### config.mk
export PLATFORM = sky130hd
export DESIGN_NAME = render_arbiter
export DESIGN_NICKNAME = d
export VERILOG_FILES = /design/src/rtl/render_arbiter.sv
export SDC_FILE = /design/constraint.sdc
export NUM_CORES = 1
export LEC_CHECK = 0
export BUFFER_PORTS_ARGS = -buffer_cell sky130_fd_sc_hd__buf_4
export CAP_MARGIN = 20
export CORE_MARGIN = 5
export CORE_UTILIZATION = 37
export DETAILED_ROUTE_END_ITERATION = 8
export PLACE_DENSITY = 0.84
export SYNTH_ARGS = -nofsm -noshare
export SYNTH_HDL_FRONTEND = slang
export SYNTH_SLANG_ARGS = --single-unit
### constraint.sdc
create_clock -name clk -period 3.6 [get_ports clk]
set_input_delay 0.72 -clock clk [delete_from_list [all_inputs] [get_ports clk]]
set_output_delay 0.72 -clock clk [all_outputs]
set_load 0.02 [all_outputs]
### src/rtl/render_arbiter.sv
// Round-robin owner of the single VGA framebuffer write port, shared by up to four render engines.
// Optional watchdog on the done handshake is built when RENDER_ARB_TIMEOUT_EN is defined.
module render_arbiter #(
  parameter int unsigned TIMEOUT_CYCLES = 1023
) (
  input  logic        clk,
  input  logic        reset,
  input  logic [3:0]  req,
  input  logic [3:0]  done,
  input  logic [35:0] eng_x,
  input  logic [31:0] eng_y,
  input  logic [3:0]  eng_colour,
  input  logic [3:0]  eng_we,
  output logic [3:0]  start,
  output logic [3:0]  grant,
  output logic [8:0]  vga_x,
  output logic [7:0]  vga_y,
  output logic        vga_colour,
  output logic        vga_we,
  output logic        busy,
  output logic        timeout_err
);

  typedef enum logic [1:0] {S_IDLE, S_START, S_WAIT, S_RELEASE} state_t;

  state_t      state_q, state_d;
  logic [3:0]  grant_q, grant_d;
  logic [1:0]  owner_q, owner_d;
  logic [1:0]  last_q, last_d;
  logic [1:0]  cand;
  logic [1:0]  pick_idx;
  logic        pick_valid;
  logic        timeout_hit;

  // First requester at or after last+1, wrapping modulo 4.
  always_comb begin
    pick_valid = 1'b0;
    pick_idx   = last_q;
    cand       = last_q;
    for (int unsigned i = 1; i <= 4; i++) begin
      cand = last_q + 2'(i);
      if (!pick_valid && req[cand]) begin
        pick_valid = 1'b1;
        pick_idx   = cand;
      end
    end
  end

`ifdef RENDER_ARB_TIMEOUT_EN
  logic [9:0] cnt_q, cnt_d;
  logic       timeout_err_q, timeout_err_d;

  always_comb begin
    cnt_d         = cnt_q;
    timeout_err_d = timeout_err_q;
    timeout_hit   = 1'b0;
    if (state_q == S_START) begin
      cnt_d = '0;
    end else if (state_q == S_WAIT) begin
      cnt_d = cnt_q + 10'd1;
      if (!done[owner_q] && cnt_d == 10'(TIMEOUT_CYCLES)) begin
        timeout_hit   = 1'b1;
        timeout_err_d = 1'b1;
      end
    end
  end

  always_ff @(posedge clk) begin
    if (reset) begin
      cnt_q         <= '0;
      timeout_err_q <= 1'b0;
    end else begin
      cnt_q         <= cnt_d;
      timeout_err_q <= timeout_err_d;
    end
  end

  assign timeout_err = timeout_err_q;
`else
  logic unused_timeout_cycles;
  assign unused_timeout_cycles = ^10'(TIMEOUT_CYCLES);
  assign timeout_hit = 1'b0;
  assign timeout_err = 1'b0;
`endif

  always_comb begin
    state_d = state_q;
    grant_d = grant_q;
    owner_d = owner_q;
    last_d  = last_q;
    case (state_q)
      S_IDLE: begin
        if (pick_valid) begin
          grant_d = 4'b0001 << pick_idx;
          owner_d = pick_idx;
          state_d = S_START;
        end
      end
      S_START: state_d = S_WAIT;
      S_WAIT: begin
        if (done[owner_q] || timeout_hit) begin
          grant_d = '0;
          state_d = S_RELEASE;
        end
      end
      S_RELEASE: begin
        last_d  = owner_q;
        state_d = S_IDLE;
      end
      default: state_d = S_IDLE;
    endcase
  end

  always_ff @(posedge clk) begin
    if (reset) begin
      state_q <= S_IDLE;
      grant_q <= '0;
      owner_q <= 2'd0;
      last_q  <= 2'd3;
    end else begin
      state_q <= state_d;
      grant_q <= grant_d;
      owner_q <= owner_d;
      last_q  <= last_d;
    end
  end

  assign grant  = grant_q;
  assign start  = (state_q == S_START) ? grant_q : '0;
  assign busy   = (state_q != S_IDLE);
  assign vga_we = ((state_q == S_START) || (state_q == S_WAIT)) && eng_we[owner_q];

  always_comb begin
    vga_x      = eng_x[8:0];
    vga_y      = eng_y[7:0];
    vga_colour = eng_colour[0];
    case (owner_q)
      2'd1: begin vga_x = eng_x[17:9];  vga_y = eng_y[15:8];  vga_colour = eng_colour[1]; end
      2'd2: begin vga_x = eng_x[26:18]; vga_y = eng_y[23:16]; vga_colour = eng_colour[2]; end
      2'd3: begin vga_x = eng_x[35:27]; vga_y = eng_y[31:24]; vga_colour = eng_colour[3]; end
      default: ;
    endcase
  end

endmodule

==> flow_metrics.tcl <==
set metrics [dict create \
    outcome "completed" \
    layout-drive-gt1-share_pct 68.8 \
    critPathLaunchType "flip-flop" \
    synth.avg_cell_area_um2 11.7 \
    hold_class "flip-flop to flip-flop" \
    critPathRequiredTime_ns 2.88 \
    place_hpwl_um 3950 \
    critical_path.slowest_cell "mux4_2" \
    skew_ns 0.00182 \
    ir_drop_mv 0.561 \
    yosysTopAreaCell "mux4_2" \
    worst_skew_pair.late_latency_ns 0.27 \
    rsz0062_at_grt "false" \
    clk_pin_slew_ns 0.07 \
    drtPass1Iterations 4 \
    cts_max_level 1 \
    fmaxAchievable_mhz 391 \
    synth_fp_nets 182 \
    post_cts_resized 0 \
    numPortBuffers 113 \
    grt_pass1_wl_um 6870 \
    finalNetCount 297 \
    cts_tree "built" \
    crit_chain "buf_4, mux4_2, buf_4" \
    post_drt_wl_per_cell_um 18.9 \
    die_area_um2 4050 \
    p_leak_uw 0.000917 \
    ioPinCount 115 \
    crit_path_end_kind "output port" \
    antenna_found_initial 0 \
    postCtsSetupBuffers 0 \
    fin_setup_tns_ns 0 \
    syn2layout_area_growth_pct 85.7 \
    final_util_pct 71.8 \
    rows 19 \
    coreArea_um2 2760 \
    grt_usage_pct 21.6 \
    ant_nets 0 \
    synth_cell_types 29 \
    via_per_inst 5.45 \
    critical-path-max-stage-delay_ns 0.57 \
    path_class "flip-flop to output port" \
    wl_met2_um 2450 \
    slew_viol_final 0 \
    wirelength_um 4470 \
    routed.top_layer "met4" \
    crit_top_cell "buf_4" \
    drv_cap 0 \
    ys_seq_area_share_pct 18.8 \
    cts_root_buf "clkbuf_4" \
    dieWidth_um 63.7 \
    met3_length_um 440 \
    final_cell_mix "buf_4, mux4_2, dfxtp_1" \
    cts_sinks 10 \
    mostFrequentLayoutCell "buf_4" \
    initial_core_util_pct 38.7 \
    fin_crit_sh_pct 71.1 \
    fin_crit_ns 2.56 \
    netlist_top_cells_area "mux4_2, dfxtp_1, ha_1, o211ai_1, and2_1" \
    wl_met1_um 1450 \
    vias 1287 \
    dieHeight_um 63.7 \
    grt_pass1_vias 1383 \
    synth_top_area_share_pct 42.3 \
    drt_iter0_drc 38 \
    power_density_nw_per_um2 553 \
    crit_path_max_fanout 18 \
    cp_data_arrival_time_ns 1.84 \
    gp_congestion 0.918 \
    grt_max_degree 19 \
    diodes 0 \
    numCtsBuffers 3 \
    overflow 0 \
    setup_viol 0 \
    drc_errors 0 \
    syn_inst 91 \
    ys_ff_latch 10 \
    syn_area_um2 1070 \
    hold_violations 0 \
    cts_hold_buf 0 \
    ys_warn_count 0 \
    clk_path_buf_depth 2 \
]
## routing by layer
layer  track usage [%]  vias up
met5                 0        -
met1              20.6      608
met2              41.6       71
met4              7.79        0
met3              7.28       10
li1                  -      598
## cell families (layout without fill, tap and decap cells)
logic type               Yosys count  after routing  share of synthesized area [%]
AO/OA/AOI/OAI                     19             19                           13.8
AND/OR/NAND/NOR                   23             23                           12.0
flip-flops                        10             10                           18.8
adder cells (fa/ha/maj)            5              5                           5.87
other                              1              1                          0.352
buffers and inverters             10            124                           4.11
multiplexers                      23             23                           45.1
## state kept, by name, indices dropped and copies added, names as in the netlist
signal	cells
grant	4
last_q	2
owner_q	2
state_q	2
## worst max-delay path: cells and delay by family (launching register included)
family	cells	cell delay (ns)
flops	1	0.45
buf+inv	2	0.55
mux	1	0.57
## final timing paths
kind / startpoint / endpoint / slack [ns] / cells past startpoint
worst max-delay path: owner_q[0] / vga_x[4] / 1.04 / 3
worst min-delay path: last_q[0] / last_q[0] / 0.53 / 2
worst max register to register: owner_q[0] / grant[1] / 1.81 / 4
worst min register to register: last_q[0] / last_q[0] / 0.53 / 2
## per-stage QoR
| stage | instance area, µm² | hold WS [ns] | instances | total power (µW) | setup slack, ns |
|---|---|---|---|---|---|
| floorplan | 1070 | 0.461 | 91 | 696 | 1.50 |
| global placement | 1940 | 0.506 | 232 | 978 | 1.27 |
| detailed placement | 1940 | 0.526 | 232 | 1000 | 1.28 |
| CTS | 1980 | 0.540 | 236 | 1100 | 1.01 |
| global route | 1980 | 0.559 | 236 | 1170 | 0.921 |
| finish | 1980 | 0.533 | 236 | 1100 | 1.04 |
## final cells by class
class                      instances  area, µm²
inverter                           5       18.8
fill                             211        778
timing repair buffer             115        863
multi-input combinational         71        822
tap                               31       38.8
clock buffer                       4       36.3
sequential                        10        200
## Yosys cell counts
cell type,count
or3_1,1
buf_4,1
inv_1,4
o22ai_2,1
o21ai_0,1
o41ai_1,4
nand2b_1,5
o21a_1,2
o311a_1,1
nand2_1,4
conb_1,1
a21oi_1,2
mux4_2,20
buf_2,2
mux2i_1,3
or2_1,1
dfxtp_1,10
nor3_1,1
and2_1,6
buf_1,1
nor2_1,3
or4_1,1
a21boi_0,1
a211oi_1,1
ha_1,5
inv_2,1
clkbuf_1,1
nor3b_1,1
o211ai_1,6
## power by group
part | total [µW] | switching, µW | internal [µW]
combinational | 808 | 397 | 411
clock | 104 | 42.5 | 61.5
sequential | 183 | 37.5 | 146
total | 1100 | 477 | 618
Note: power is estimated with default switching activity, not from simulation.
